<file path="src/rtl/match_window_counter.sv">
// Counts detector match pulses over fixed WINDOW_LEN-cycle windows and hands each
// window total to the readout logic over valid/ready, holding one pending report.
//
//   state   | meaning
//   --------+----------------------------------------------------------------
//   EMPTY   | no report pending; report_valid=0
//   FULL    | one report pending, not yet accepted
//   OVERRUN | pending report was replaced by a newer window before acceptance
module match_window_counter #(
    parameter int WINDOW_LEN = 16,
    parameter int CNT_BITS   = 8
) (
    input  logic                clk,
    input  logic                n_rst,
    input  logic                det_in,
    input  logic                clear,
    input  logic                report_ready,
    output logic                report_valid,
    output logic [CNT_BITS-1:0] report_count,
    output logic                report_overrun
);

    localparam int                 CW         = (WINDOW_LEN > 1) ? $clog2(WINDOW_LEN) : 1;
    localparam logic [CW-1:0]       LAST_CYCLE = CW'(WINDOW_LEN - 1);
    localparam logic [CNT_BITS-1:0] CNT_MAX    = '1;

    // Encoding is {report_valid, report_overrun} so the outputs come straight off the flops.
    typedef enum logic [1:0] {
        EMPTY   = 2'b00,
        FULL    = 2'b10,
        OVERRUN = 2'b11
    } rpt_state_t;

    rpt_state_t          state;
    logic [CW-1:0]       cycle_cnt;
    logic [CNT_BITS-1:0] acc;
    logic [CNT_BITS-1:0] acc_sum;
    logic                window_close;

    always_comb begin
        acc_sum = (acc == CNT_MAX) ? acc : acc + CNT_BITS'(det_in);
    end

    assign window_close   = (cycle_cnt == LAST_CYCLE);
    assign report_valid   = state[1];
    assign report_overrun = state[0];

    always_ff @(posedge clk or negedge n_rst) begin
        if (!n_rst) begin
            cycle_cnt    <= '0;
            acc          <= '0;
            report_count <= '0;
            state        <= EMPTY;
        end else if (clear) begin
            cycle_cnt    <= '0;
            acc          <= '0;
            report_count <= '0;
            state        <= EMPTY;
        end else begin
            // The closing cycle's det_in is folded into the reported total.
            if (window_close) begin
                cycle_cnt    <= '0;
                acc          <= '0;
                report_count <= acc_sum;
            end else begin
                cycle_cnt <= cycle_cnt + CW'(1);
                acc       <= acc_sum;
            end

            case (state)
                EMPTY: begin
                    if (window_close) state <= FULL;
                end
                FULL, OVERRUN: begin
                    if (window_close)
                        state <= report_ready ? FULL : OVERRUN;
                    else if (report_ready)
                        state <= EMPTY;
                end
                default: state <= EMPTY;
            endcase
        end
    end

endmodule

</file>
<file path="config.mk">
export PLATFORM = sky130hd
export DESIGN_NAME = match_window_counter
export DESIGN_NICKNAME = d
export VERILOG_FILES = /design/src/rtl/match_window_counter.sv
export SDC_FILE = /design/constraint.sdc
export NUM_CORES = 1
export LEC_CHECK = 0
export BUFFER_PORTS_ARGS = -buffer_cell sky130_fd_sc_hd__buf_4
export CAP_MARGIN = 30
export CORE_UTILIZATION = 49
export CTS_CLUSTER_SIZE = 24
export DETAILED_ROUTE_END_ITERATION = 10
export PLACE_DENSITY = 0.69
export RECOVER_POWER = 50
export SLEW_MARGIN = 30
export SYNTH_ARGS = -nofsm -noshare
export SYNTH_HDL_FRONTEND = slang
export SYNTH_SLANG_ARGS = --single-unit
</file>
<file path="constraint.sdc">
create_clock -name clk -period 1.4 [get_ports clk]
set_input_delay 0.21 -clock clk [delete_from_list [all_inputs] [get_ports clk]]
set_output_delay 0.21 -clock clk [all_outputs]
set_load 0.02 [all_outputs]
</file>
# ---- Word level (Yosys, flattened, before mapping)
# Index checks and enable logic that the tools add are counted.
dict set report totals {
  register_bits 22
  latchBits 0
  ram_bits 0
  romBits 0
  in_bits 5
  output_inout_bits 10
  wordCells 29
  mem_count 0
}
dict set report op_classes {
  addsub 2
  n_mul 0
  div 0
  n_lt_le_gt_ge 0
  n_eq_ne 6
  shift 0
  mux 13
  bitwise 0
  n_reduce_logical 4
}
# op count
set ops {}
lappend ops {{two-way mux 8 bit} 5}
lappend ops {{adder 8 x 1 -> 8 bit} 1}
lappend ops {{== test 8 bit, second input constant} 1}
lappend ops {{two-way mux 2 bit} 4}
lappend ops {{two-way mux 4 bit} 2}
lappend ops {{adder 4 x 1 -> 4 bit, second input constant} 1}
lappend ops {{== test 2 bit, second input constant} 2}
lappend ops {{== test 4 bit, second input constant} 1}
lappend ops {{!= test 4 bit, second input constant} 1}
lappend ops {{case mux 2 bit (2 select lines)} 1}
lappend ops {{!= test 3 bit, second input constant} 1}
lappend ops {{logical NOT 2 bit} 1}
lappend ops {{AND reduction 2 bit} 1}
lappend ops {{nonzero test 2 bit} 1}
lappend ops {{OR reduction 2 bit} 1}
lappend ops {{two-way mux 1 bit} 1}

# ---- Logic depth before layout (Yosys ltp)
dict set report logic_depth {
  word_depth 4
  depth_mapped 7
  ltp_nobuf 6
}

# ---- Worst setup path after synthesis
# No wires, ideal clock.
dict set report synth_path {
  path_type {reg-to-reg}
  start {register cycle_cnt[0]}
  end {register report_count[5]}
  setup_time_ps 145
  arrival_ps 1207
  t_required_ps 1255
  slack_ps 48
  path_stages_with_launch 7
  path_buffers 2
  period_less_slack_ps 1352
  path_cell_list {dfrtp_1 -> ha_1 -> and3_1 -> clkbuf_2 -> buf_4 -> nor2_1 -> a211oi_2}
}
dict set report synth_via {
  elab_chain_len 2
}
# item line
set synth_lines {}
lappend synth_lines {{start, declared} 35} ;# logic [CW-1:0] cycle_cnt;
lappend synth_lines {{start signal, assigned} 66} ;# cycle_cnt <= cycle_cnt + CW'(1);
lappend synth_lines {{== test 4 bit} 44} ;# assign window_close = (cycle_cnt == LAST_CYCLE);
lappend synth_lines {{nonzero test 2 bit (no line)} n/a}
lappend synth_lines {{end signal, assigned} 64} ;# report_count <= acc_sum;
lappend synth_lines {{end, declared} 19} ;# output logic [CNT_BITS-1:0] report_count,
# Every way passes these cells.
# A chain may end at the register's enable or synchronous reset.

# ---- Worst setup path after layout
dict set report layout_path {
  start {register acc[0]}
  end {register report_count[3]}
}
dict set report layout_via {
  elab_chain_len 4
  word_cells_on_any_way 5
  cone_classes {add/sub (1); eq/ne (1); mux (3)}
}
# item line
set layout_lines {}
lappend layout_lines {{start, declared} 36} ;# logic [CNT_BITS-1:0] acc;
lappend layout_lines {{start signal, assigned} 67} ;# acc <= acc_sum;
lappend layout_lines {{adder 8 x 1 -> 8 bit or == test 8 bit (tied branches)} 41} ;# acc_sum = (acc == CNT_MAX) ? acc : acc + CNT_BITS'(det_in);
lappend layout_lines {{two-way mux 8 bit *} 41}
lappend layout_lines {{two-way mux 8 bit *} 61} ;# if (window_close) begin
lappend layout_lines {{two-way mux 8 bit *} 54} ;# end else if (clear) begin
# Mark *: on every way between the ends. The rest lies on a longest branch, timed or not. The select of a mux whose other input is x is not followed.

==> out/results.env <==
FINALNONFILLERCELLS=146
POST_DRT_WL_PER_CELL_UM=13.3
ANTENNA_FOUND_INITIAL=0
ROUTE.TOP_LAYER_USED='met4'
DP.CELLS=138
SYNTH_TOP_AREA_FRAC=0.544
YOSYS_REGISTER_BITS=22
DRT-VIAS-PER-INSTANCE=5.05
FMAXACHIEVABLE_MHz=747
MAXSLEWHEADROOM=0.647
CP_STARTPOINT='acc[0]'
LEAKAGE_nW=0.579
REMAINING_GLOBAL_ROUTE_OVERFLOW=0
PORT_BUFFERS=14
CTS_BUFFERS=3
IR_WORST_VDD_uV=589
DIE_AREA_MM2=0.00225
GRT_FIRST_PASS_WIRELENGTH_UM=2900
TIMING.SETUP.TNS_NS=0
ROW_COUNT=16
DRTITER0DRC=9
MULTIPLEXER_AREA_FRACTION_AFTER_SYNTHESIS=0.00989
SYNTHCELLS=94
REG2REG_TO='report_count[3]'
YS_DOMINANT_REG_CELL='sky130_fd_sc_hd__dfrtp_1'
VIAS=737
CTS.REPORTEDPATHS.CLKPINSLEW_NS=0.12
TRACK_USAGE=0.191
CORE-AREA_MM2=0.00194
FIN_NETS=128
POWER_SWITCHING_W=0.000246
AVGSYNTHCELLAREA_UM2=10.8
SWITCHING_PART_OF_THE_TOTAL=0.225
POST_SYNTH_XOR_AREA_FRACTION=0.0519
WL_UM=1940
POST-DP-HPWL_UM=1350
SYNTHADDERAREAFRAC=0.0371
TIMING.HOLD.WORST_ENDPOINT='state[0]'
VIAS_IN_THE_FIRST_GLOBAL_ROUTE=692
WORSTHOLDPATHCELLS=3
WL_MET3_UM=32
FLOORPLAN.INITIALDENSITY=0.521
TIMING.MAX_CAP.VIOLATIONS=0
DRT-PASS1-ITER-COUNT=4
SYN_NETS=102
SYNTH_ENABLE_FLOP_CELLS=0
HOLDCRITSTARTPOINT='report_ready'
DIE_W_UM=47.5
TIGHTESTPINTRANSITION_NS=0.530
TRITONCTS='built'
SYNTHTOLAYOUTAREAGROWTH_PCT=28.3
WORSTHOLDPATHTYPE='input port to flip-flop'
CP-END-KIND='flip-flop'
FIN_WORST_SKEW_NS=0.00522
SHARE_SEQ_OF_TOTAL_POWER=0.603
ANTENNA_VIOLATING_NETS_POST_ROUTE=0
FINALWORSTPATHREQUIREDPERIOD_NS=1.34
MAIN_COMBINATIONAL_CELL_FAMILY_BY_AREA_AFTER_SYNTHESIS='simple AND/OR/NAND/NOR gates'
SYNTH_CELL_TYPE_COUNT=29
TIMING.FINAL.SETUP_VIOLATIONS=0
CLK-INSERTION-DELAY-LATE_NS=0.30
POWER_FRAC_COMB=0.085
YOSYS_WARNINGS=0
IOS=15
TIMING.CRITICAL_PATH.FANOUT_MAX=3
CRITPATHREQUIREDTIME_NS=1.63
WORST-R2R-SETUP-SLACK_NS=0.06
POST_ROUTE_CELLS_DRIVE_ABOVE_1_SHARE=0.370
DESIGN_INTERNAL_POWER_W=0.000848
CTSLONGESTPATHBUFFERS=2
POST-SYNTH-TOP-AREA-CELL='sky130_fd_sc_hd__dfrtp_1'
DIE-HEIGHT_UM=47.5
POSTSYNTH.ASYNCRESETSHARE=1.00
FINALHOLDVIOLATIONS=0
PRE_CTS_SLACK_NS=-0.129
CRIT_TYPE='flip-flop to flip-flop'
OUTCOME='finished clean'
SYNTH_SEQ_AREA_SHARE=0.544
FINALCRITPERIODSHARE=0.957
HOLD_WS_NS=0.187
CELL_TYPES_OCCUPYING_THE_MOST_AREA_AFTER_SYNTHESIS='sky130_fd_sc_hd__dfrtp_1 54%, sky130_fd_sc_hd__nor2_1 8.5%, sky130_fd_sc_hd__a211oi_2 7.4%'
R2R-START='acc[0]'
CLK_ROOT_BUFFER_CELL='sky130_fd_sc_hd__clkbuf_4'
POWER-PER-CELL-AREA_mW_PER_MM2=842
TRITONCTS_NUM_SINKS=22
RR_WORST_DEPTH=6
FINALMAXSLEWVIOLATIONS=0
INSERTEDDIODECOUNT=0
GRT_START_MAX_NET_PINS=23
POSTLAYOUTSETUPSLACKWORST_NS=0.0605
WORSTPATHARRIVAL_NS=1.57
SYNTH_COMPOUND_AREA_FRAC=0.126
CTS_MAX_LEVEL=1
ROUTED-WL-MET2_UM=954
DRC_ERRORS=0
MET1WIRELENGTH_UM=913
POWER.CLOCK.FRACTION=0.312
GPL.FINAL_WEIGHTED_CONGESTION=0.748
TIMING.CRITICAL_PATH.FROM_TYPE='flip-flop'
NETLIST_AREA_MM2=0.00101
N_FILL_CELL=175
SYNTH_SIMPLE_GATE_AREA_FRAC=0.197
FINAL_UTIL=0.669
-- critical path: stages (launching register included) --
cell and delay (ns):
sky130_fd_sc_hd__dfrtp_1 0.42, sky130_fd_sc_hd__ha_4 0.18, sky130_fd_sc_hd__buf_4 0.14, sky130_fd_sc_hd__nand3_1 0.09, sky130_fd_sc_hd__xnor2_1 0.15, sky130_fd_sc_hd__nor2_2 0.08, sky130_fd_sc_hd__a211oi_2 0.21
-- synth_stat cells, types with 2 or more instances --
cell and n:
sky130_fd_sc_hd__nor2_1 23, sky130_fd_sc_hd__a21oi_1 2, sky130_fd_sc_hd__xnor2_1 3, sky130_fd_sc_hd__buf_4 2
sky130_fd_sc_hd__xor2_1 3, sky130_fd_sc_hd__dfrtp_1 22, sky130_fd_sc_hd__nand2_1 3, sky130_fd_sc_hd__a211oi_2 6
sky130_fd_sc_hd__and4_1 2, sky130_fd_sc_hd__ha_1 3, sky130_fd_sc_hd__nand2b_1 3, sky130_fd_sc_hd__nand3_1 5
-- cell families after synthesis --
logic type                 count (synthesis)
buffers and inverters                      7
adders and majority gates                  3
xor gates and xnor gates                   6
muxes                                      1
and+or+nand+nor                           42
DFF                                       22
AOI/OAI and AO/OA                         13
-- registers in the layout (all words and copies together) (netlist names) --
| signal | flops |
|---|---|
| acc | 8 |
| cycle_cnt | 4 |
| report_count | 8 |
| state | 2 |
-- metal layers --
| layer | GRT usage | vias up |
|---|---|---|
| met1 | 0.274 | 354 |
| met3 | 0.0226 | 5 |
| li1 | - | 371 |
| met4 | 0.103 | 0 |
| met2 | 0.285 | 7 |
| met5 | 0 | - |
-- layout by cell type, fill, tap and decap left out, drive strengths merged, types with 2 or more instances in the layout --
cell type / n
a211oi: 7
a21oi: 2
and4: 2
buf: 21
clkbuf: 8
dfrtp: 22
ha: 3
inv: 2
nand2: 3
nand2b: 3
nand3: 5
nor2: 23
nor3: 2
xnor2: 3
xor2: 3
-- through the flow --
stage	area [µm²]	power (W)
detailed placement	1180	0.000752
global placement	1180	0.000749
CTS	1240	0.00110
floorplan	1010	0.000708
global route	1300	0.00114
finish	1300	0.00109
-- timing repair --
action,in CTS,in global routing
endpoints found under the setup margin,10,14
resized for setup,2,12
endpoints found under the hold margin,22,0
pin swaps,1,4
hold buffers,1,0
gates cloned,0,0
setup buffers,1,2
-- power by group through the flow --
| stage | logic, W | clock network (W) | registers, W |
|---|---|---|---|
| 2_1_floorplan | 0.0000390 | 0 | 0.000669 |
| 3_3_place_gp | 0.0000802 | 0 | 0.000668 |
| 3_5_place_dp | 0.0000822 | 0 | 0.000670 |
| 4_1_cts | 0.0000896 | 0.000354 | 0.000657 |
| 5_1_grt | 0.000107 | 0.000377 | 0.000661 |
| 6_report | 0.0000930 | 0.000341 | 0.000660 |
-- cell type report --
cell class	instances	area [µm²]	share of cell area
flip-flops and latches	22	551	0.424
multi-input cells	65	487	0.375
repair buffers	26	184	0.142
clock buffers	4	36.3	0.0279
well taps	27	33.8	0.0260
inverters	2	7.51	0.00578
-- how the worst max path moves through the flow --
stage,to,cells past startpoint
floorplan,report_count[5],6
global placement,report_count[6],4
detailed placement,report_count[6],4
CTS,report_count[5],5
global route,report_count[3],6
finish,report_count[3],6
Power figures use the tool's default switching activity.
